==> config.mk <==
export PLATFORM = sky130hd
export DESIGN_NAME = token_burst_pacer
export DESIGN_NICKNAME = d
export VERILOG_FILES = /design/src/rtl/token_burst_pacer.sv
export SDC_FILE = /design/constraint.sdc
export NUM_CORES = 1
export LEC_CHECK = 0
export CAP_MARGIN = 20
export CORE_ASPECT_RATIO = 0.6
export CORE_MARGIN = 5
export CORE_UTILIZATION = 25
export CTS_BUF_LIST = sky130_fd_sc_hd__clkbuf_16
export CTS_CLUSTER_DIAMETER = 50
export DETAILED_ROUTE_END_ITERATION = 6
export GPL_TIMING_DRIVEN = 1
export PLACE_DENSITY = 0.49
export SLEW_MARGIN = 20
export SYNTH_ARGS = -nofsm -noshare
export SYNTH_HDL_FRONTEND = slang
export SYNTH_SLANG_ARGS = --single-unit
==> constraint.sdc <==
create_clock -name clk -period 3.15 [get_ports clk]
set_input_delay 0.63 -clock clk [delete_from_list [all_inputs] [get_ports clk]]
set_output_delay 0.63 -clock clk [all_outputs]
set_load 0.02 [all_outputs]
==> src/rtl/token_burst_pacer.sv <==
// Burst pacer: accepts (length, gap) requests and emits credit-limited token pulses.
// Optional macro TOKEN_PACER_ABORT_EN adds an abort input that cancels the running burst.
module token_burst_pacer #(
  parameter int CNT_W   = 8,
  parameter int GAP_W   = 4,
  parameter int MAX_OUT = 100,
  localparam int OUT_W  = $clog2(MAX_OUT + 1)
) (
  input  logic             clk,
  input  logic             rst,
  input  logic             req_valid,
  output logic             req_ready,
  input  logic [CNT_W-1:0] req_len,
  input  logic [GAP_W-1:0] req_gap,
  input  logic             ret,
`ifdef TOKEN_PACER_ABORT_EN
  input  logic             abort,
`endif
  output logic             tok,
  output logic             busy,
  output logic [OUT_W-1:0] outstanding,
  output logic             err,
  output logic [1:0]       dbg_state
);

  typedef enum logic [1:0] {
    IDLE = 2'd0,
    EMIT = 2'd1,
    GAP  = 2'd2
  } state_t;

  localparam logic [OUT_W-1:0] MAX_V = OUT_W'(MAX_OUT);

  state_t             r_state, w_state_nxt;
  logic [CNT_W-1:0]   r_remaining, w_remaining_nxt;
  logic [GAP_W-1:0]   r_gap_ld, w_gap_ld_nxt;
  logic [GAP_W-1:0]   r_gap_cnt, w_gap_cnt_nxt;
  logic [OUT_W-1:0]   r_outstanding;
  logic               r_err;
  logic               w_abort;
  logic               w_fire;
  logic               w_tok;

`ifdef TOKEN_PACER_ABORT_EN
  assign w_abort = abort;
`else
  assign w_abort = 1'b0;
`endif

  // Handshake: a request transfers on any edge where req_valid && req_ready.
  // req_ready depends only on state and rst, never on req_valid.
  assign req_ready   = (r_state == IDLE) && !rst;
  assign w_fire      = req_valid && req_ready;
  assign w_tok       = (r_state == EMIT) && (r_outstanding < MAX_V) && !rst && !w_abort;
  assign tok         = w_tok;
  assign busy        = (r_state != IDLE);
  assign outstanding = r_outstanding;
  assign err         = r_err;
  assign dbg_state   = r_state;

  always_ff @(posedge clk) begin
    if (rst) begin
      r_state     <= IDLE;
      r_remaining <= '0;
      r_gap_ld    <= '0;
      r_gap_cnt   <= '0;
    end else begin
      r_state     <= w_state_nxt;
      r_remaining <= w_remaining_nxt;
      r_gap_ld    <= w_gap_ld_nxt;
      r_gap_cnt   <= w_gap_cnt_nxt;
    end
  end

  always_comb begin
    w_state_nxt     = r_state;
    w_remaining_nxt = r_remaining;
    w_gap_ld_nxt    = r_gap_ld;
    w_gap_cnt_nxt   = r_gap_cnt;
    case (r_state)
      IDLE: begin
        if (w_fire) begin
          w_gap_ld_nxt = req_gap;
          if (req_len != '0) begin
            w_state_nxt     = EMIT;
            w_remaining_nxt = req_len;
          end
        end
      end
      EMIT: begin
        if (w_abort) begin
          w_state_nxt     = IDLE;
          w_remaining_nxt = '0;
        end else if (w_tok) begin
          if (r_remaining == CNT_W'(1)) begin
            w_state_nxt     = IDLE;
            w_remaining_nxt = '0;
          end else begin
            w_remaining_nxt = r_remaining - CNT_W'(1);
            if (r_gap_ld != '0) begin
              w_state_nxt   = GAP;
              w_gap_cnt_nxt = r_gap_ld;
            end
          end
        end
      end
      GAP: begin
        // Counting g down to 1 yields exactly g idle cycles between tokens.
        if (w_abort) begin
          w_state_nxt     = IDLE;
          w_remaining_nxt = '0;
          w_gap_cnt_nxt   = '0;
        end else if (r_gap_cnt <= GAP_W'(1)) begin
          w_state_nxt   = EMIT;
          w_gap_cnt_nxt = '0;
        end else begin
          w_gap_cnt_nxt = r_gap_cnt - GAP_W'(1);
        end
      end
      default: begin
        w_state_nxt = IDLE;
      end
    endcase
  end

  // Credits: tok and ret together cancel; a stray ret saturates at 0 and flags err.
  always_ff @(posedge clk) begin
    if (rst) begin
      r_outstanding <= '0;
      r_err         <= 1'b0;
    end else begin
      case ({w_tok, ret})
        2'b10: r_outstanding <= r_outstanding + OUT_W'(1);
        2'b01: begin
          if (r_outstanding == '0) r_err <= 1'b1;
          else                     r_outstanding <= r_outstanding - OUT_W'(1);
        end
        default: r_outstanding <= r_outstanding;
      endcase
    end
  end

endmodule

## Yosys cells after proc, flatten, opt, wreduce, memory -nomap -nowiden

Index checks and enable logic that the tools add are counted.

- Register bits: 26
- Input bits: 16
- Output and inout port bits: 13
- Logic and storage cells: 63

- Add/subtract/negate cells: 4
- $lt $le $gt $ge: 2
- Eq/ne operators: 13
- Muxes and demuxes: 19
- Reductions and logical operators: 19

Operators with widths:

| cell | count |
|---|---|
| two-way mux 8 bit | 4 |
| two-way mux 4 bit | 4 |
| one-hot mux 8 bit (2 select lines) | 1 |
| one-hot mux 7 bit (2 select lines) | 1 |
| two-way mux 2 bit | 6 |
| inequality test 2 bit, second input constant | 5 |
| == test 8 x 1 -> 1 bit, second input constant | 1 |
| one-hot mux 4 bit (2 select lines) | 1 |
| AND reduction 4 bit | 2 |
| nonzero test 2 bit | 4 |
| nonzero test 8 bit | 1 |
| subtractor 8 x 1 -> 8 bit, second input constant | 1 |
| adder 7 x 1 -> 7 bit, second input constant | 1 |
| zero test 7 bit | 1 |
| less-than comparator 7 bit, second input constant | 1 |
| two-way mux 7 bit | 1 |
| subtractor 7 x 1 -> 7 bit, second input constant | 1 |
| one-hot mux 2 bit (3 select lines) | 1 |
| AND reduction 2 bit | 3 |
| AND reduction 5 bit | 1 |
| == test 2 x 1 -> 1 bit, second input constant | 2 |
| == test 2 bit, second input constant | 2 |
| less-or-equal comparator 4 x 1 -> 1 bit, second input constant | 1 |
| logical AND 1 bit | 4 |
| other kinds (6) | 7 |

## Longest topological paths before layout

- Word-level depth: 6
- Mapped depth: 11
- Depth with buffers taken out: 9

## Worst setup path before layout

No wires, ideal clock.

- Kind: in2reg
- From: in rst
- To: reg r_outstanding[6] (netlist: outstanding[6])
- Library setup time: 0.121 ns
- Arrival time: 2.994 ns
- Data required time: 3.029 ns
- Path slack: 0.035 ns
- Cell stages on the path: 10
- Buffers on the path: 2
- Cells stage by stage: clkbuf_1 -> or3_1 -> buf_2 -> and2_1 -> fa_1 -> a211oi_1 -> o21ai_0 -> a21oi_1 -> mux2i_1 -> mux2_2

- Word-level cells in the longest chain between the ends: 5
- Elaborated cells between the ends (all ways): 8
- Those cells by class: 3 x eq/ne; 1 x mux; 4 x reduce/logical

RTL lines:

| item | line | RTL |
|---|---|---|
| start, declared | 10 | `input logic rst,` |
| zero test 1 bit | 54 | `assign w_tok = (r_state == EMIT) && (r_outstanding < MAX_V) && !rst && !w_abort;` |
| logical AND 1 bit | 54 |  |
| == test 2 x 1 -> 1 bit / == test 2 bit (equally long branches) | 132 | `case ({w_tok, ret})` |
| inequality test 2 bit (no line) / nonzero test 2 bit (equally long branches) | - |  |
| AND reduction 2 bit (no line) | - |  |
| end signal, assigned | 133 | `2'b10: r_outstanding <= r_outstanding + OUT_W'(1);` |
| end signal, assigned | 136 | `else r_outstanding <= r_outstanding - OUT_W'(1);` |
| end signal, assigned | 138 | `default: r_outstanding <= r_outstanding;` |
| end, declared | 38 | `logic [OUT_W-1:0] r_outstanding;` |

Parallel ways exist; a longest one is shown, timed or not.
A chain may end at the register's enable or synchronous reset.

## Final worst setup path

Ends and elaborated chain as after synthesis.

==> qor.yml <==
viasPerCell: 4.73
final-hold-violation-count: 0
num-nets-final: 273
clkLatencyLatePin_ps: 260
cts_buffers: 3
worst-setup-path-type: "input pin to flip-flop"
wl_per_cell_um: 13.7
leakagePower_nw: 0.954
ir_worst_vdd_v: 0.000292
grt_setup_unrepaired: "false"
setup_violations: 0
antenna_found_initial: 0
drt_first_pass_iters: 4
dp_hpwl_um: 3520
rrSetupSlack_ps: 270
cp_slowest_cell: "clkdlybuf4s50_1"
cpLargestDelayFamily: "simple AND/OR/NAND/NOR gates"
drtIter0Drc: 90
port_buffers: 28
yosysWarningCount: 0
syn_nets: 232
cts_tree: "yes"
worst-path-buf-inv: 2
core_area_um2: 6680
layout_commonest_cell: "nor2_1"
clock_path_buffers: 2
root_buffer: "clkbuf_16"
num_rows: 23
ctsHtreeMaxLevel: 1
multi_input_area_um2: 1130
via_count: 1576
status: "completed"
yosysUniqueCellTypes: 49
tightest_slew_ps: 710
die_area_um2: 8710
fillCellCount: 704
path_cells: "clkdlybuf4s50_1, or3_1, and2_1, buf_4, ha_1, o21ai_0, o21ai_0, a21oi_1, mux2i_1, mux2_2"
p_per_area_nw_per_um2: 756
maxSlewViolCount: 0
synth_edf_count: 0
drive_gt1_frac: 0.150
netlist_area_um2: 1720
die_x_um: 117
synthCells: 206
drc: 0
max_freq_mhz: 340
ys_async_sr_fraction: 0
critPathMaxStageDelay_ps: 420
grt_pass1_vias: 1523
grt_use_total: 0.112
hold_ws_ps: 480
grt_pass1_wl_um: 7760
ys.flop_type: "dfxtp_1"
seq_area_um2: 520
critical_path_required_ps: 3300
place_congestion: 0.880
final_cell_mix: "39 x nor2_1, 28 x clkdlybuf4s50_1, 26 x dfxtp_1"
die_y_um: 74.3
slew_headroom: 0.521
placedInstanceArea_um2: 2200
fin_crit_ps: 2940
ant_nets: 0
initial_core_util: 0.258
crit_top_cell: "o21ai_0"
drt_wl_total_um: 4550
area_growth_pct: 34.0
cp-end-kind: "flip-flop"
cts_sinks: 26
arrival_ps: 3090
diodes: 0
path_clk_slew_ps: 70
design_area_um2: 2310
yosysSeqAreaShare: 0.302
crit_fanout: 4
num_io_pins: 29
avgSynthCellArea_um2: 8.37
maxCapViolCount: 0
fin_worst_skew_ps: 2.52
ys_seq_elements: 26
timing.final.crit_share: 0.933
postCtsSetupBuffers: 0
gr-total-overflow: 0
grt_max_degree: 28
critPathLaunchType: "input pin"
hp-class: "flip-flop to flip-flop"
final timing paths:
path / startpoint / to / cells after the start
max reg2reg: outstanding[2] / outstanding[6] / 10
max: rst / outstanding[6] / 10
min reg2reg: err / err / 2
min: err / err / 2
worst register-to-register path, delay by kind of cell, from the launching register on:
kind,cells,cell delay [ps]
compound gates,4,810
fa+ha+maj,1,280
buf+inv,1,160
flops,1,380
mux,2,570
simple gates,2,580
layer usage:
metal	vias up	track usage	share of wire
met3	2	0.0276	0.041
met2	23	0.154	0.39
li1	829	-	-
met4	0	0.0115	0.0018
met1	722	0.178	0.57
met5	-	0	0
state kept, by name, indices dropped and copies added (netlist names):
signal and cells:
r_remaining 8, err 1, outstanding 7, r_gap_cnt 4, r_gap_ld 4, dbg_state 2
stage by stage:
stage / utilization / cells / worst slack [ps] / power [mW] / setup TNS [ps]
2_1_floorplan: - / 206 / 34.9 / 1.04 / 0
3_3_place_gp: 0.329 / 329 / -104 / 1.38 / -104
3_5_place_dp: 0.329 / 329 / -132 / 1.37 / -132
4_1_cts: 0.345 / 333 / 136 / 1.75 / 0
5_1_grt: 0.346 / 333 / 28.0 / 1.88 / 0
6_report: 0.346 / 333 / 212 / 1.75 / 0
Yosys cell counts, drive strengths merged, types with 4 or more instances:
cell / n / area [µm²]
nand2: 7 / 26.3
nor3: 4 / 20.0
or4: 4 / 30.0
a211oi: 12 / 100
dfxtp: 26 / 521
inv: 9 / 33.8
nor2: 39 / 146
clkbuf: 6 / 22.5
a21oi: 11 / 58.8
ha: 9 / 113
xnor2: 4 / 35.0
nand2b: 5 / 31.3
o21ai: 14 / 73.8
nor2b: 5 / 31.3
mux2i: 13 / 143
layout make-up:
cell class | instances | share of cell area
Clock buffer | 3 | 0.0325
Clock inverter | 1 | 0.0130
Inverter | 9 | 0.0146
Multi-Input combinational cell | 162 | 0.491
Sequential cell | 26 | 0.225
Tap cell | 87 | 0.0471
Timing Repair Buffer | 45 | 0.177
power breakdown:
group	internal [mW]	switching [mW]
combinational	0.436	0.438
sequential	0.402	0.0980
clock	0.253	0.119
timing repair:
action	in CTS	in global routing
endpoints found under the setup margin	0	1
resized for setup	0	2
hold buffers	0	0
kinds of logic after synthesis:
kind of cell | Yosys count | share of synthesized area
muxes | 15 | 0.0958
xor gates and xnor gates | 5 | 0.0254
and+or+nand+nor | 79 | 0.229
AOI/OAI and AO/OA | 53 | 0.226
adders and majority gates | 10 | 0.0769
buffers and inverters | 18 | 0.0450
DFF | 26 | 0.302
Note: power is estimated with default switching activity, not from simulation.
